### config.mk
export PLATFORM = sky130hd
export DESIGN_NAME = tdc_enable_scheduler
export DESIGN_NICKNAME = d
export VERILOG_FILES = /design/src/rtl/tdc_enable_scheduler_pkg.sv /design/src/rtl/tdc_enable_scheduler_lowest.sv /design/src/rtl/tdc_enable_scheduler.sv
export SDC_FILE = /design/constraint.sdc
export NUM_CORES = 1
export LEC_CHECK = 0
export BUFFER_PORTS_ARGS = -buffer_cell sky130_fd_sc_hd__buf_4
export CAP_MARGIN = 0
export CORE_MARGIN = 2
export CORE_UTILIZATION = 50
export DETAILED_ROUTE_END_ITERATION = 10
export GPL_ROUTABILITY_DRIVEN = 0
export PLACE_DENSITY = 0.76
export SYNTH_ARGS = -nofsm -noshare
export SYNTH_HDL_FRONTEND = slang
export SYNTH_HIERARCHICAL = 1
export SYNTH_SLANG_ARGS = --single-unit
### constraint.sdc
create_clock -name clk -period 2.4 [get_ports clk]
set_clock_uncertainty 0.15 [all_clocks]
set_input_delay 0.12 -clock clk [delete_from_list [all_inputs] [get_ports clk]]
set_output_delay 0.12 -clock clk [all_outputs]
set_load 0.01 [all_outputs]
### src/rtl/tdc_enable_scheduler_pkg.sv
// Shared types for the TDC enable scheduler: FSM state encoding and the
// register-side mask width.
package TDCEnablePackage;

    localparam int MAX_CHANNELS = 32;

    typedef enum logic [2:0] {
        IDLE,
        REQ,
        DIS,
        EN,
        SETTLE,
        DONE
    } sched_state_t;

endpackage

### src/rtl/tdc_enable_scheduler_lowest.sv
// Combinational priority encoder: index of the lowest set bit of i_vec.
// Zero latency; o_vld is low when no bit is set (o_idx is then 0).
module tdc_lowest_bit_finder #(
    parameter int WIDTH = 2,
    parameter int IDX_W = (WIDTH > 1) ? $clog2(WIDTH) : 1
) (
    input  logic [WIDTH-1:0] i_vec,
    output logic [IDX_W-1:0] o_idx,
    output logic             o_vld
);

    always_comb begin
        o_idx = '0;
        o_vld = 1'b0;
        // Scan downwards so the last hit, the lowest index, wins.
        for (int i = WIDTH - 1; i >= 0; i--) begin
            if (i_vec[i]) begin
                o_idx = IDX_W'(i);
                o_vld = 1'b1;
            end
        end
    end

endmodule

### src/rtl/tdc_enable_scheduler.sv
// Fetches a new channel mask on request, retires dropped channels once idle,
// then raises new channels one at a time with a settle gap; all outputs registered.
module tdc_enable_scheduler
    import TDCEnablePackage::*;
#(
    parameter int CHANNEL_COUNT = 2,
    parameter int SETTLE_CYCLES = 16,
    parameter int ACK_TIMEOUT   = 255
) (
    input  logic                     clk,
    input  logic                     reset_n,
    input  logic [MAX_CHANNELS-1:0]  activate_channels,
    input  logic                     channel_changed,
    input  logic                     read_ack,
    input  logic [CHANNEL_COUNT-1:0] channel_busy,
    output logic [CHANNEL_COUNT-1:0] enable_channels,
    output logic                     read_active_channel,
    output logic                     config_done,
    output logic                     sched_busy,
    output logic                     ack_timeout_err
);

    localparam int              TO_W        = $clog2(ACK_TIMEOUT + 1);
    localparam int              IDX_W       = (CHANNEL_COUNT > 1) ? $clog2(CHANNEL_COUNT) : 1;
    localparam logic [TO_W-1:0] TO_LAST     = TO_W'(ACK_TIMEOUT - 1);
    localparam logic [7:0]      SETTLE_LOAD = 8'(SETTLE_CYCLES);

    sched_state_t             r_state;
    sched_state_t             w_next;
    logic [CHANNEL_COUNT-1:0] r_target;
    logic [CHANNEL_COUNT-1:0] r_enable;
    logic                     r_pending;
    logic [7:0]               r_settle_cnt;
    logic [TO_W-1:0]          r_to_cnt;
    logic                     r_read_req;
    logic                     r_cfg_done;
    logic                     r_busy;
    logic                     r_to_err;

    logic [CHANNEL_COUNT-1:0] w_drop;
    logic [CHANNEL_COUNT-1:0] w_clear;
    logic [CHANNEL_COUNT-1:0] w_add;
    logic [CHANNEL_COUNT-1:0] w_onehot;
    logic [IDX_W-1:0]         w_pick_idx;
    logic                     w_pick_vld;
    logic                     w_ack_timeout;
    logic                     w_unused_hi;

    // Bits above CHANNEL_COUNT are never part of the target.
    assign w_unused_hi   = ^activate_channels;
    assign w_drop        = r_enable & ~r_target;
    assign w_clear       = w_drop & ~channel_busy;
    assign w_add         = r_target & ~r_enable;
    assign w_ack_timeout = (r_state == REQ) && !read_ack && (r_to_cnt == TO_LAST);

    tdc_lowest_bit_finder #(
        .WIDTH (CHANNEL_COUNT),
        .IDX_W (IDX_W)
    ) u_lowest (
        .i_vec (w_add),
        .o_idx (w_pick_idx),
        .o_vld (w_pick_vld)
    );

    always_comb begin
        w_onehot             = '0;
        w_onehot[w_pick_idx] = 1'b1;
    end

    always_comb begin
        w_next = r_state;
        case (r_state)
            IDLE:    if (channel_changed || r_pending) w_next = REQ;
            REQ:     if (read_ack) w_next = DIS;
                     else if (w_ack_timeout) w_next = IDLE;
            DIS:     if (w_drop == '0) w_next = EN;
            EN:      w_next = w_pick_vld ? SETTLE : DONE;
            SETTLE:  if (r_settle_cnt <= 8'd1) w_next = EN;
            DONE:    w_next = IDLE;
            default: w_next = IDLE;
        endcase
    end

    always_ff @(posedge clk or negedge reset_n) begin
        if (!reset_n) begin
            r_state      <= IDLE;
            r_target     <= '0;
            r_enable     <= '0;
            r_pending    <= 1'b0;
            r_settle_cnt <= '0;
            r_to_cnt     <= '0;
            r_read_req   <= 1'b0;
            r_cfg_done   <= 1'b0;
            r_busy       <= 1'b0;
            r_to_err     <= 1'b0;
        end else begin
            r_state    <= w_next;
            r_read_req <= (w_next == REQ);
            r_busy     <= (w_next != IDLE);
            r_cfg_done <= (r_state == DONE);
            case (r_state)
                IDLE: begin
                    r_pending <= 1'b0;
                    r_to_cnt  <= '0;
                    if (w_next == REQ) r_to_err <= 1'b0;
                end
                REQ: begin
                    if (read_ack) r_target <= activate_channels[CHANNEL_COUNT-1:0];
                    else          r_to_cnt <= r_to_cnt + 1'b1;
                    if (w_ack_timeout) r_to_err <= 1'b1;
                end
                DIS:     r_enable <= r_enable & ~w_clear;
                EN: begin
                    if (w_pick_vld) begin
                        r_enable     <= r_enable | w_onehot;
                        r_settle_cnt <= SETTLE_LOAD;
                    end
                end
                SETTLE:  r_settle_cnt <= r_settle_cnt - 8'd1;
                default: ;
            endcase
            // Requests during an operation coalesce and are served from IDLE.
            if (r_state != IDLE && channel_changed) r_pending <= 1'b1;
        end
    end

    assign enable_channels     = r_enable;
    assign read_active_channel = r_read_req;
    assign config_done         = r_cfg_done;
    assign sched_busy          = r_busy;
    assign ack_timeout_err     = r_to_err;

endmodule
### Word level (Yosys, flattened, before mapping)

Cells that the tools add are included.
Widths: inputs -> output; s select.

* logic and storage cells: 77
* register bits: 28
* output and inout port bits: 6
* input bits: 38

* equality and inequality tests: 11
* add/sub/neg operators: 2
* magnitude comparators: 3
* bitwise logic cells: 9
* multiplexer cells: 23
* reductions and logical operators: 19

Operators by type and width (count)
* $pmux 8 s2: 2
* $mux 8: 2
* $mux 3: 5
* $pmux 3 s5: 1
* $mux 1: 9
* $add 8x1->8 const B: 1
* $and 2x2->2: 4
* $eq 8x8->1 const B: 1
* $le 8x1->1 const B: 1
* $ne 2x2->1 const B: 4
* $not 2->2: 4
* $reduce_and 2->1: 4
* $reduce_bool 2->1: 4
* $sub 8x1->8 const B: 1
* $eq 3x1->1 const B: 2
* $eq 3x2->1 const B: 2
* $eq 3x3->1 const B: 2
* $reduce_bool 3->1: 2
* $logic_and 1x1->1: 4
* $pmux 2 s2: 1
* $logic_not 3->1: 1
* $reduce_and 3->1: 1
* $logic_not 2->1: 1
* $lt 1x2->1 const B: 1
* other kinds (7): 7

### Depth between registers and ports, before layout

* depth after elaboration: 11
* depth in mapped cells: 6
* gate-level depth less buffers: 6

### Hierarchy

Netlist, hierarchy kept.

By module, submodules not included
* tdc_enable_scheduler: cells each 140, times used 1, sequential area each 700.7 um^2, area an instance 1420.1 um^2
* tdc_lowest_bit_finder: cells each 2, times used 1, sequential area each 0.0 um^2, area an instance 12.5 um^2

### Least setup slack after synthesis

No wires, ideal clock.

* kind: reg2reg
* start point: register r_settle_cnt[4]
* end point: register r_read_req, in the netlist read_active_channel
* stages on the path, launching flop included: 5
* path buffers: 0
* slack: 0.682 ns
* clock period less this slack: 1.718 ns
* required time: 2.177 ns
* arrival: 1.495 ns
* library setup time: 0.073 ns
* cell sequence: dfrtp_1 -> or4_4 -> nor4_4 -> a22oi_2 -> a21boi_2

* cells in the longest elaborated chain, start to end: 4

RTL lines
* from (decl): line tdc_enable_scheduler.sv:33 `logic [7:0] r_settle_cnt;`
* from (signal assigned): line tdc_enable_scheduler.sv:119 `SETTLE: r_settle_cnt <= r_settle_cnt - 8'd1;`
* $le 8x1->1: line tdc_enable_scheduler.sv:78 `SETTLE: if (r_settle_cnt <= 8'd1) w_next = EN;`
* $mux 3: line tdc_enable_scheduler.sv:78
* $pmux 3 s5: line tdc_enable_scheduler.sv:72 `case (r_state)`
* $eq 3x1->1: line tdc_enable_scheduler.sv:98 `r_read_req <= (w_next == REQ);`
* to (signal assigned): line tdc_enable_scheduler.sv:98
* to (decl): line tdc_enable_scheduler.sv:35 `logic r_read_req;`

No other way between the ends.
A chain may end at the register's enable or synchronous reset.

### Worst setup path in the final report

* start point: register r_state[1]
* end point: register r_settle_cnt[4]

* cells in the longest elaborated chain, start to end: 3
* elaborated cells on any way between the ends: 6
* those cells by class: 3 x eq/ne; 1 x mux; 2 x reduce/logical

RTL lines
* from (decl): line tdc_enable_scheduler.sv:28 `sched_state_t r_state;`
* from (signal assigned): line tdc_enable_scheduler.sv:97 `r_state <= w_next;`
* $eq 3x2->1 / $eq 3x3->1 (equally long branches): line tdc_enable_scheduler.sv:101 `case (r_state)`
* $ne 2x2->1 (no source line) / $reduce_bool 2->1 (equally long branches)
* $reduce_and 2->1 (no source line)

Parallel ways exist; a longest one is shown, timed or not.

==> qor.yml <==
run_status:
  outcome: "finished clean"
final_layout:
  layout_commonest_cell: "dfrtp_1"
  antenna_cells: 0
  syn_to_final_growth_pct: 18.2
  final_core_util: 0.619
  drive_above_1_share: 0.188
  fillCellCount: 216
  fin_area_mm2: 0.00169
  fin_nets: 208
  final_cell_mix: "28 x dfrtp_1, 15 x buf_4, 13 x nand2_1, 13 x o21ai_0, 11 x nor2_1"
clock_network:
  clockBufferDepth: 2
  path_clk_slew_ps: 160
  cts_max_level: 1
  cts.repair.resized: 0
  clockRootBuffer: "clkbuf_4"
  clock-sinks: 28
  post_cts_buffers: 0
  cts_tree: "done"
  cts_buffers: 3
  clk_latency_ps: 330
sta:
  fin_hold_ws_ps: 66.9
  final.period_utilization: 0.833
  rsz0062_at_grt: "false"
  relSlewSlack: 0.642
  drv_slew: 0
  final-setup-viol-count: 0
  tns_ps: 0
  tightest_slew_ps: 535
  fmax_mhz: 500
  hold_viol: 0
  min_period_ps: 2000
power:
  power.leakage_nw: 0.741
  powerDensity_mw_per_mm2: 1070
  clockPowerShare: 0.173
  p_seq_frac: 0.433
  internal-power_mw: 1.11
  switchingPower_mw: 0.705
  sw_frac_of_total: 0.389
  ir_worst_vdd_uv: 690
  comb_power_share: 0.394
routing:
  vias_per_cell: 5.89
  first_pass_iters: 4
  drc_errors: 0
  drt_iter0_drc: 43
  vias: 1155
  ant_nets: 0
  wl_mm: 2.93
  wl_per_cell_um: 14.9
logic_synthesis:
  synth-seq-cells: 28
  avgSynthCellArea_um2: 10.1
  synth_flop_cell: "dfrtp_1"
  async_flop_share: 1.00
  synth.top_cell.area_share: 0.489
  yosys.cell_types.count: 38
  yosys.area.top_type: "dfrtp_1"
  synth_edf_count: 0
  seq_area_frac_synth: 0.489
  synthesis.area_mm2: 0.00143
  ys_warn_count: 6
  syn_nets: 184
  yosys-top-cells-area: "dfrtp_1 49%, o21ai_0 4.5%, ha_1 3.5%"
  synthCells: 142
global_routing:
  grt-busiest-layer: "met2"
  grt.total_usage: 0.206
  gr-usage-met1: 0.264
  grt_max_degree: 29
  grt_pass1_wl_mm: 5.28
  use_met3: 0.0204
  grt_overflow: 0
  antenna_found_initial: 0
  grt_pass1_vias: 1187
  grtUsageMet2: 0.357
place:
  dpl_cell_area_mm2: 0.00157
  port_buffers: 13
  hpwl_mm: 1.99
critical_path:
  critical_path_arrival_ps: 2110
  criticalPathCategory: "reg -> reg"
  critPathMaxStageDelay_ps: 670
  r2r_start: "r_state[1]$_DFF_PN0_"
  worstPathCellList: "nor2b_1 -> nand3_1 -> mux2_2 -> o21ai_0"
  endpoint_kind: "register"
  crit_path_start_kind: "register"
  ff2ff_path_depth: 4
  path_max_fanout: 14
  cp.required_ps: 2510
  crit_path_top_delay_cell: "dfrtp_1"
  reg2reg_to: "r_settle_cnt[4]$_DFFE_PN0P_"
  regToRegSetupSlack_ps: 400
floorplan:
  std_cell_rows: 19
  io_pins: 44
  core_area_mm2: 0.00273
  fp.dieW_um: 57.5
  start_util: 0.524
  die_area_mm2: 0.00331
  die_h_um: 57.5
run:
  cap_violations: 0
worst_hold_path:
  min_path_type: "in -> async"
==> critical path, delay by kind of cell (launching register included) <==
| kind | cells | cell delay [ps] |
|---|---|---|
| flip-flops | 1 | 670 |
| AO/OA/AOI/OAI | 1 | 170 |
| multiplexers | 1 | 350 |
| AND/OR/NAND/NOR | 2 | 590 |
==> registers in the layout, summed over array words and instances (netlist names) <==
register and count:
r_settle_cnt 8, r_to_cnt 8, r_state 3, enable_channels 2, r_target 2, ack_timeout_err 1
config_done 1, r_pending 1, read_active_channel 1, sched_busy 1
==> synthesized netlist by cell type (2+ instances only) <==
library cell / instances
dfrtp_1: 28
nand2_1: 13
o21ai_0: 13
nor2_1: 11
nand3_1: 9
a21oi_1: 7
inv_1: 6
nor2b_1: 6
ha_1: 4
mux2_2: 4
o31ai_1: 4
xor2_1: 4
and3_1: 2
buf_2: 2
nand3b_1: 2
nand4_1: 2
nor3_1: 2
nor4_1: 2
o211ai_1: 2
==> power by group through the flow <==
| stage | clock, mW | sequential [mW] | combinational [mW] |
|---|---|---|---|
| after floorplan | 0 | 0.714 | 0.572 |
| after detailed placement | 0 | 0.790 | 0.703 |
| after CTS | 0.320 | 0.778 | 0.719 |
| after global placement | 0 | 0.778 | 0.670 |
| final | 0.314 | 0.784 | 0.715 |
| after global routing | 0.335 | 0.815 | 0.813 |
==> how the worst max path moves through the flow <==
| stage | startpoint | end | slack (ps) | depth (start not counted) |
|---|---|---|---|---|
| after floorplan | r_settle_cnt[4]$_DFFE_PN0P_ | read_active_channel$_DFF_PN0_ | 680 | 4 |
| after global placement | r_settle_cnt[4]$_DFFE_PN0P_ | read_active_channel$_DFF_PN0_ | 560 | 4 |
| after detailed placement | r_state[1]$_DFF_PN0_ | r_settle_cnt[4]$_DFFE_PN0P_ | 490 | 4 |
| after CTS | r_state[1]$_DFF_PN0_ | r_settle_cnt[4]$_DFFE_PN0P_ | 450 | 4 |
| after global routing | r_state[1]$_DFF_PN0_ | r_settle_cnt[4]$_DFFE_PN0P_ | 260 | 4 |
| final | r_state[1]$_DFF_PN0_ | r_settle_cnt[4]$_DFFE_PN0P_ | 400 | 4 |
==> logic make-up (layout without fill, tap and decap cells) <==
group	Yosys count	count (layout)	share of synthesized area
AND/OR/NAND/NOR	59	59	0.241
AO/OA/AOI/OAI	33	33	0.147
flip-flops	28	28	0.489
buffers and inverters	9	32	0.0253
multiplexers	5	5	0.0384
adder cells (fa/ha/maj)	4	4	0.0349
XOR/XNOR	4	4	0.0245
==> final cells by class <==
class,instances,area [µm²],share of cell area
Sequential cell,28,701,0.414
Clock inverter,1,30.0,0.0177
Multi-Input combinational cell,105,696,0.411
Inverter,6,22.5,0.0133
Timing Repair Buffer,22,183,0.108
Clock buffer,3,22.5,0.0133
Tap cell,31,38.8,0.0229
==> metal layers <==
metal | up-vias | wire length [µm]
li1 | 561 | -
met1 | 570 | 1270
met2 | 18 | 1560
met3 | 6 | 70
met4 | 0 | 30
met5 | - | 0
==> timing repair <==
action / 4_1_cts / 5_1_grt
setup endpoints to repair: 0 / 0
hold buffers: 7 / 0
hold endpoints to repair: 36 / 0
==> metrics by stage <==
stage               worst slack (ps)  power [mW]  cells
floorplan                        682        1.29    142
global placement                 560        1.45    185
detailed placement               486        1.49    185
CTS                              447        1.82    196
global route                     257        1.96    196
finish                           402        1.81    196
(Power assumes the default switching activity.)
